--- src/rtl/lms_weight_seq.sv ---
// LMS weight RAM sequencer: CLEAR, FILTER and UPDATE sweeps over the taps.
// It is the only master of both ports of the weight RAM; the RAM read latency is 1 cycle.
module lms_weight_seq #(
    parameter int ADDR_WIDTH = 9,
    parameter int DATA_WIDTH = 59,
    parameter int TAPS       = 512,
    parameter int X_WIDTH    = 16,
    parameter int ERR_WIDTH  = 24,
    parameter int MU_SHIFT   = 12
) (
    input  logic                  clk,
    input  logic                  rst_n,
    input  logic                  start_clr,
    input  logic                  start_filt,
    input  logic                  start_upd,
    input  logic [ERR_WIDTH-1:0]  err,
    output logic                  busy,
    output logic                  done,
    output logic [ADDR_WIDTH-1:0] ram_wr_addr,
    output logic [DATA_WIDTH-1:0] ram_wr_data,
    output logic                  ram_wr_en,
    output logic [ADDR_WIDTH-1:0] ram_rd_addr,
    input  logic [DATA_WIDTH-1:0] ram_rd_data,
    output logic                  ram_rst,
    output logic [ADDR_WIDTH-1:0] x_rd_addr,
    input  logic [X_WIDTH-1:0]    x_rd_data,
    output logic [DATA_WIDTH-1:0] w_out,
    output logic                  w_out_valid,
    output logic [ADDR_WIDTH-1:0] w_out_idx
);

    localparam int PW = X_WIDTH + ERR_WIDTH;
    localparam int SW = DATA_WIDTH + 1;
    localparam logic [ADDR_WIDTH-1:0] LAST_K = ADDR_WIDTH'(TAPS - 1);
    localparam logic [DATA_WIDTH-1:0] W_MAX  = {1'b0, {(DATA_WIDTH-1){1'b1}}};
    localparam logic [DATA_WIDTH-1:0] W_MIN  = {1'b1, {(DATA_WIDTH-1){1'b0}}};

    typedef enum logic [2:0] {
        S_IDLE,
        S_CLR,
        S_FILT,
        S_UPD,
        S_DRAIN
    } state_t;

    state_t                 state_q, state_d;
    logic [ADDR_WIDTH-1:0]  k_q, k_d;
    logic                   done_q, done_d;
    logic [ERR_WIDTH-1:0]   err_q, err_d;

    logic                   filt_v_q;
    logic [ADDR_WIDTH-1:0]  filt_idx_q;
    logic                   upd_v1_q, upd_v2_q;
    logic [ADDR_WIDTH-1:0]  upd_a1_q, upd_a2_q;
    logic signed [PW-1:0]   prod_q;
    logic signed [DATA_WIDTH-1:0] w1_q;

    logic signed [PW-1:0]   prod_d;
    logic signed [PW-1:0]   step;
    logic signed [SW-1:0]   sum;
    logic [DATA_WIDTH-1:0]  sat;

    // Sweep control. The counter returns to 0 at the last tap so IDLE always sees k=0.
    always_comb begin
        state_d = state_q;
        k_d     = k_q;
        done_d  = 1'b0;
        err_d   = err_q;
        case (state_q)
            S_IDLE: begin
                k_d = '0;
                if (start_clr) begin
                    state_d = S_CLR;
                end else if (start_filt) begin
                    state_d = S_FILT;
                end else if (start_upd) begin
                    state_d = S_UPD;
                    err_d   = err;
                end
            end
            S_CLR, S_FILT, S_UPD: begin
                if (k_q == LAST_K) begin
                    k_d = '0;
                    if (state_q == S_CLR) begin
                        state_d = S_IDLE;
                        done_d  = 1'b1;
                    end else begin
                        state_d = S_DRAIN;
                    end
                end else begin
                    k_d = k_q + ADDR_WIDTH'(1);
                end
            end
            S_DRAIN: begin
                // Once stage 1 is empty, the final write or stream word is in flight this cycle.
                if (!upd_v1_q) begin
                    state_d = S_IDLE;
                    done_d  = 1'b1;
                end
            end
            default: state_d = S_IDLE;
        endcase
    end

    always_ff @(posedge clk or negedge rst_n) begin
        if (!rst_n) begin
            state_q <= S_IDLE;
            k_q     <= '0;
            done_q  <= 1'b0;
            err_q   <= '0;
        end else begin
            state_q <= state_d;
            k_q     <= k_d;
            done_q  <= done_d;
            err_q   <= err_d;
        end
    end

    assign prod_d = PW'($signed(err_q)) * PW'($signed(x_rd_data));

    always_ff @(posedge clk or negedge rst_n) begin
        if (!rst_n) begin
            filt_v_q   <= 1'b0;
            filt_idx_q <= '0;
            upd_v1_q   <= 1'b0;
            upd_v2_q   <= 1'b0;
            upd_a1_q   <= '0;
            upd_a2_q   <= '0;
            prod_q     <= '0;
            w1_q       <= '0;
        end else begin
            filt_v_q   <= (state_q == S_FILT);
            filt_idx_q <= k_q;
            upd_v1_q   <= (state_q == S_UPD);
            upd_a1_q   <= k_q;
            upd_v2_q   <= upd_v1_q;
            upd_a2_q   <= upd_a1_q;
            if (upd_v1_q) begin
                prod_q <= prod_d;
                w1_q   <= $signed(ram_rd_data);
            end
        end
    end

    // One guard bit catches overflow; saturate toward the sign of the true sum.
    always_comb begin
        step = prod_q >>> MU_SHIFT;
        sum  = SW'(w1_q) + SW'(step);
        sat  = sum[DATA_WIDTH-1:0];
        if (sum[SW-1] != sum[SW-2]) begin
            sat = sum[SW-1] ? W_MIN : W_MAX;
        end
    end

    assign busy        = (state_q != S_IDLE);
    assign done        = done_q;
    assign ram_rst     = ~rst_n;
    assign ram_wr_en   = (state_q == S_CLR) | upd_v2_q;
    assign ram_wr_addr = upd_v2_q ? upd_a2_q : ((state_q == S_CLR) ? k_q : '0);
    assign ram_wr_data = upd_v2_q ? sat : '0;
    assign ram_rd_addr = ((state_q == S_FILT) || (state_q == S_UPD)) ? k_q : '0;
    assign x_rd_addr   = (state_q == S_UPD) ? k_q : '0;
    assign w_out_valid = filt_v_q;
    assign w_out       = filt_v_q ? ram_rd_data : '0;
    assign w_out_idx   = filt_v_q ? filt_idx_q : '0;

endmodule

--- config.mk ---
export PLATFORM = sky130hd
export DESIGN_NAME = lms_weight_seq
export DESIGN_NICKNAME = d
export VERILOG_FILES = /design/src/rtl/lms_weight_seq.sv
export SDC_FILE = /design/constraint.sdc
export NUM_CORES = 1
export LEC_CHECK = 0
export ABC_CLOCK_PERIOD_IN_PS = 6300
export BUFFER_PORTS_ARGS = -buffer_cell sky130_fd_sc_hd__buf_2
export CORE_MARGIN = 2
export CORE_UTILIZATION = 33
export CTS_CLUSTER_DIAMETER = 60
export CTS_CLUSTER_SIZE = 28
export DETAILED_ROUTE_END_ITERATION = 7
export GPL_TIMING_DRIVEN = 0
export MAX_ROUTING_LAYER = met4
export PLACE_DENSITY = 0.49
export REMOVE_ABC_BUFFERS = 1
export SYNTH_ARGS = -nofsm -noshare
export SYNTH_HDL_FRONTEND = slang
export SYNTH_SLANG_ARGS = --single-unit
--- constraint.sdc ---
create_clock -name clk -period 6.3 [get_ports clk]
set_clock_uncertainty 0.15 [all_clocks]
set_input_delay 0 -clock clk [delete_from_list [all_inputs] [get_ports clk]]
set_output_delay 0 -clock clk [all_outputs]
set_load 0.01 [all_outputs]
==> metrics.md <==
| Metric | Value |
|---|---|
| CTS Sinks | `145` |
| Crit-path slowest cell | `fa_1` |
| CTS clk-pin slew, worst paths | `90 ps` |
| Status | `complete, but fails checks` |
| WS Path Type | `flip-flop to flip-flop` |
| GRT overflow | `0` |
| # fillers | `6957` |
| Root buffer cell | `clkbuf_16` |
| Setup-failing EPs final | `15` |
| Total GRT Usage | `20.5%` |
| TritonCTS clock tree | `built` |
| Core ar. | `69800 um2` |
| Die area | `72400 um2` |
| H-Tree Depth | `4` |
| First-pass GRT wire length | `110000 um` |
| Ys flop type | `dfrtp_1` |
| Buffers added on ports | `262` |
| WP data required | `6520 ps` |
| Total Routed Length | `70300 um` |
| Final Hold Viols | `0` |
| Vias in the first global route | `19800` |
| Most frequent CP cell | `fa_1` |
| Register area share after synthesis | `15.6%` |
| Number of max-cap violations | `0` |
| Initial Util | `33.2%` |
| Mapped cell area | `23200 um2` |
| Distinct cells, synth | `72` |
| Die W | `269 um` |
| Synthesis-stage register bit count | `145` |
| Final hold slack | `115 ps` |
| Failing checks | `setup timing` |
| Final worst slack | `-297 ps` |
| Asr flop ratio synth | `100%` |
| Detailed-route via count | `18800` |
| Max frequency | `152 MHz` |
| Largest net degree at the start of global routing | `85` |
| Place WS | `-1360 ps` |
| Share of layout cells above drive strength 1 | `22.2%` |
| Setup TNS | `-2470 ps` |
| Final nets | `3527` |
| Synth warn | `0` |
| RePlAce Congestion | `0.854` |
| Tcrit/Tclk final | `105%` |
| CTS buffer count | `17` |
| Number of flops mapped to enable cells by yosys | `0` |
| Sum of buffers and inverters on the critical path | `6` |
| Synthesis-to-finish area growth | `22.5%` |
| Average wire per standard cell | `18.3 um` |
| RSZ-0062 raised after global routing | `yes` |
| Fin crit period | `6600 ps` |
| Worst skew pair latency | `490 ps` |
| Io pins | `263` |
| Residual DRC | `0` |
| CP startpoint kind | `flip-flop` |
| Antenna viol nets, final | `0` |
| DP Wirelength | `51900 um` |
| Critical path fanouts, max | `5` |
| Hold Path Class | `input port to flip-flop` |
| Critical Path Max Stage Delay | `530 ps` |
| Slew margin rel. | `21.6%` |
| Mapped Cells | `2537` |
| Slew Limit Fails | `0` |
| Clock tree buffer depth | `2` |
| Initial antenna violation count | `1` |
| Starting DRT DRC Count | `838` |
| Actual slew at the worst max-slew pin | `1170 ps` |
| Die Y | `269 um` |
| DR pass1 iterations | `6` |
| Cell Rows | `97` |
| Avg Cell Area, Syn | `9.14 um2` |
| Delay-heaviest family, CP | `adder cells` |
| Arrival @ worst endpoint | `6820 ps` |
| Crit end category | `flip-flop` |
| Avg Vias per Cell | `4.87` |
==> per-layer routing <==
layer / wire length, um / track usage (%) / part of all wire, %
met1: 30900 / 25.9 / 44
met2: 35300 / 34.5 / 50
met3: 2280 / 2.32 / 3.2
met4: 1780 / 6.43 / 2.5
met5: 0 / - / 0
==> cell usage after synthesis, types with 19 or more instances <==
master    number  area (um2)
inv_1        461        1730
fa_1         374        7490
nand2_1      286        1070
and2_1       231        1450
ha_1         156        1950
dfrtp_1      145        3630
a21oi_1      131         656
mux2_2       103        1160
clkbuf_1      96         360
nor2_1        79         297
o21ai_0       57         285
xnor2_1       52         455
a21o_1        37         278
xor2_1        33         289
nand3_1       27         135
and3_1        21         131
nand4_1       20         125
nand2b_1      19         119
==> through the flow <==
stage | cells | area (um2) | util, %
6_report | 3849 | 28400 | 40.7
4_1_cts | 3831 | 28000 | 40.2
3_3_place_gp | 3618 | 25200 | 36.1
5_1_grt | 3846 | 28400 | 40.7
2_1_floorplan | 2416 | 22700 | -
3_5_place_dp | 3625 | 25400 | 36.4
==> timing repair <==
item | in CTS | in global routing
setup endpoints to repair | 24 | 21
setup buffers | 83 | 17
pin swaps | 23 | 23
endpoints found under the hold margin | 231 | 0
hold buffers | 92 | 0
gates resized for setup | 128 | 64
==> layout by cell type (no fill, tap or decap), types with 11 or more instances in the layout <==
cell type,netlist,layout
a21o_1,37,37
a21oi_1,131,124
a21oi_2,11,17
and2_1,231,221
and3_1,21,21
buf_2,14,261
buf_4,5,70
buf_6,2,20
clkbuf_16,0,17
dfrtp_1,145,119
dfrtp_4,0,20
dlygate4sd3_1,0,91
fa_1,374,363
fa_2,0,11
ha_1,156,142
ha_4,0,13
inv_1,461,447
inv_2,0,14
mux2_2,103,95
nand2_1,286,272
nand2_2,0,13
nand2b_1,19,19
nand3_1,27,25
nand4_1,20,20
nor2_1,79,78
nor2b_1,16,16
nor3_1,16,16
o21ai_0,57,53
xnor2_1,52,50
xor2_1,33,32
==> cell type report <==
type / count / area, um2 / area share [%]
Tap cell: 940 / 1180 / 4.14
Timing Repair Buffer: 458 / 3310 / 11.7
Sequential cell: 145 / 3710 / 13.1
Inverter: 462 / 1740 / 6.12
Antenna cell: 3 / 7.51 / 0.0264
Multi-Input combinational cell: 1809 / 17900 / 62.8
Clock buffer: 17 / 425 / 1.50
Clock inverter: 15 / 190 / 0.669
==> logic make-up (layout without fill, tap and decap cells) <==
group	count (synthesis)	in the layout	share of synthesized area [%]
other	0	3	0
flip-flops	145	145	15.6
XOR/XNOR	85	85	3.21
AND/OR/NAND/NOR	744	744	16.0
buffers and inverters	583	952	9.66
multiplexers	113	113	5.43
adder cells (fa/ha/maj)	530	530	40.7
AO/OA/AOI/OAI	337	337	9.34
==> state kept, by name, summed over array words and instances, names as in the netlist <==
signal and count:
w1_q 59, prod_q 28, err_q 24, k_q 9, upd_a1_q 9, upd_a2_q 9, state_q 3, done 1
upd_v1_q 1, upd_v2_q 1, w_out_valid 1
==> final timing paths <==
check / from / endpoint / slack [ps] / depth (start not counted)
min in group asynchronous: rst_n / w1_q[33]$_DFFE_PN0P_ / 460 / 4
hold / removal: err[19] / err_q[19]$_DFFE_PN0P_ / 110 / 3
setup / recovery: err_q[9]$_DFFE_PN0P_ / prod_q[34]$_DFFE_PN0P_ / -300 / 25
hold reg to reg: upd_a1_q[2]$_DFF_PN0_ / upd_a2_q[2]$_DFF_PN0_ / 230 / 0
max in group asynchronous: rst_n / upd_v1_q$_DFF_PN0_ / 5080 / 4
setup reg to reg: err_q[9]$_DFFE_PN0P_ / prod_q[34]$_DFFE_PN0P_ / -300 / 25
==> worst reg2reg max path, delay by kind of cell (launching register included) <==
| family | cells | cell delay, ps |
|---|---|---|
| xor+xnor | 1 | 150 |
| flops | 1 | 510 |
| mux | 1 | 260 |
| compound gates | 8 | 1430 |
| simple gates | 2 | 330 |
| buf+inv | 6 | 500 |
| fa+ha+maj | 7 | 3170 |
Power is not shown: default switching activity piles up to over one toggle a cycle in this logic, so the estimate is an artifact.
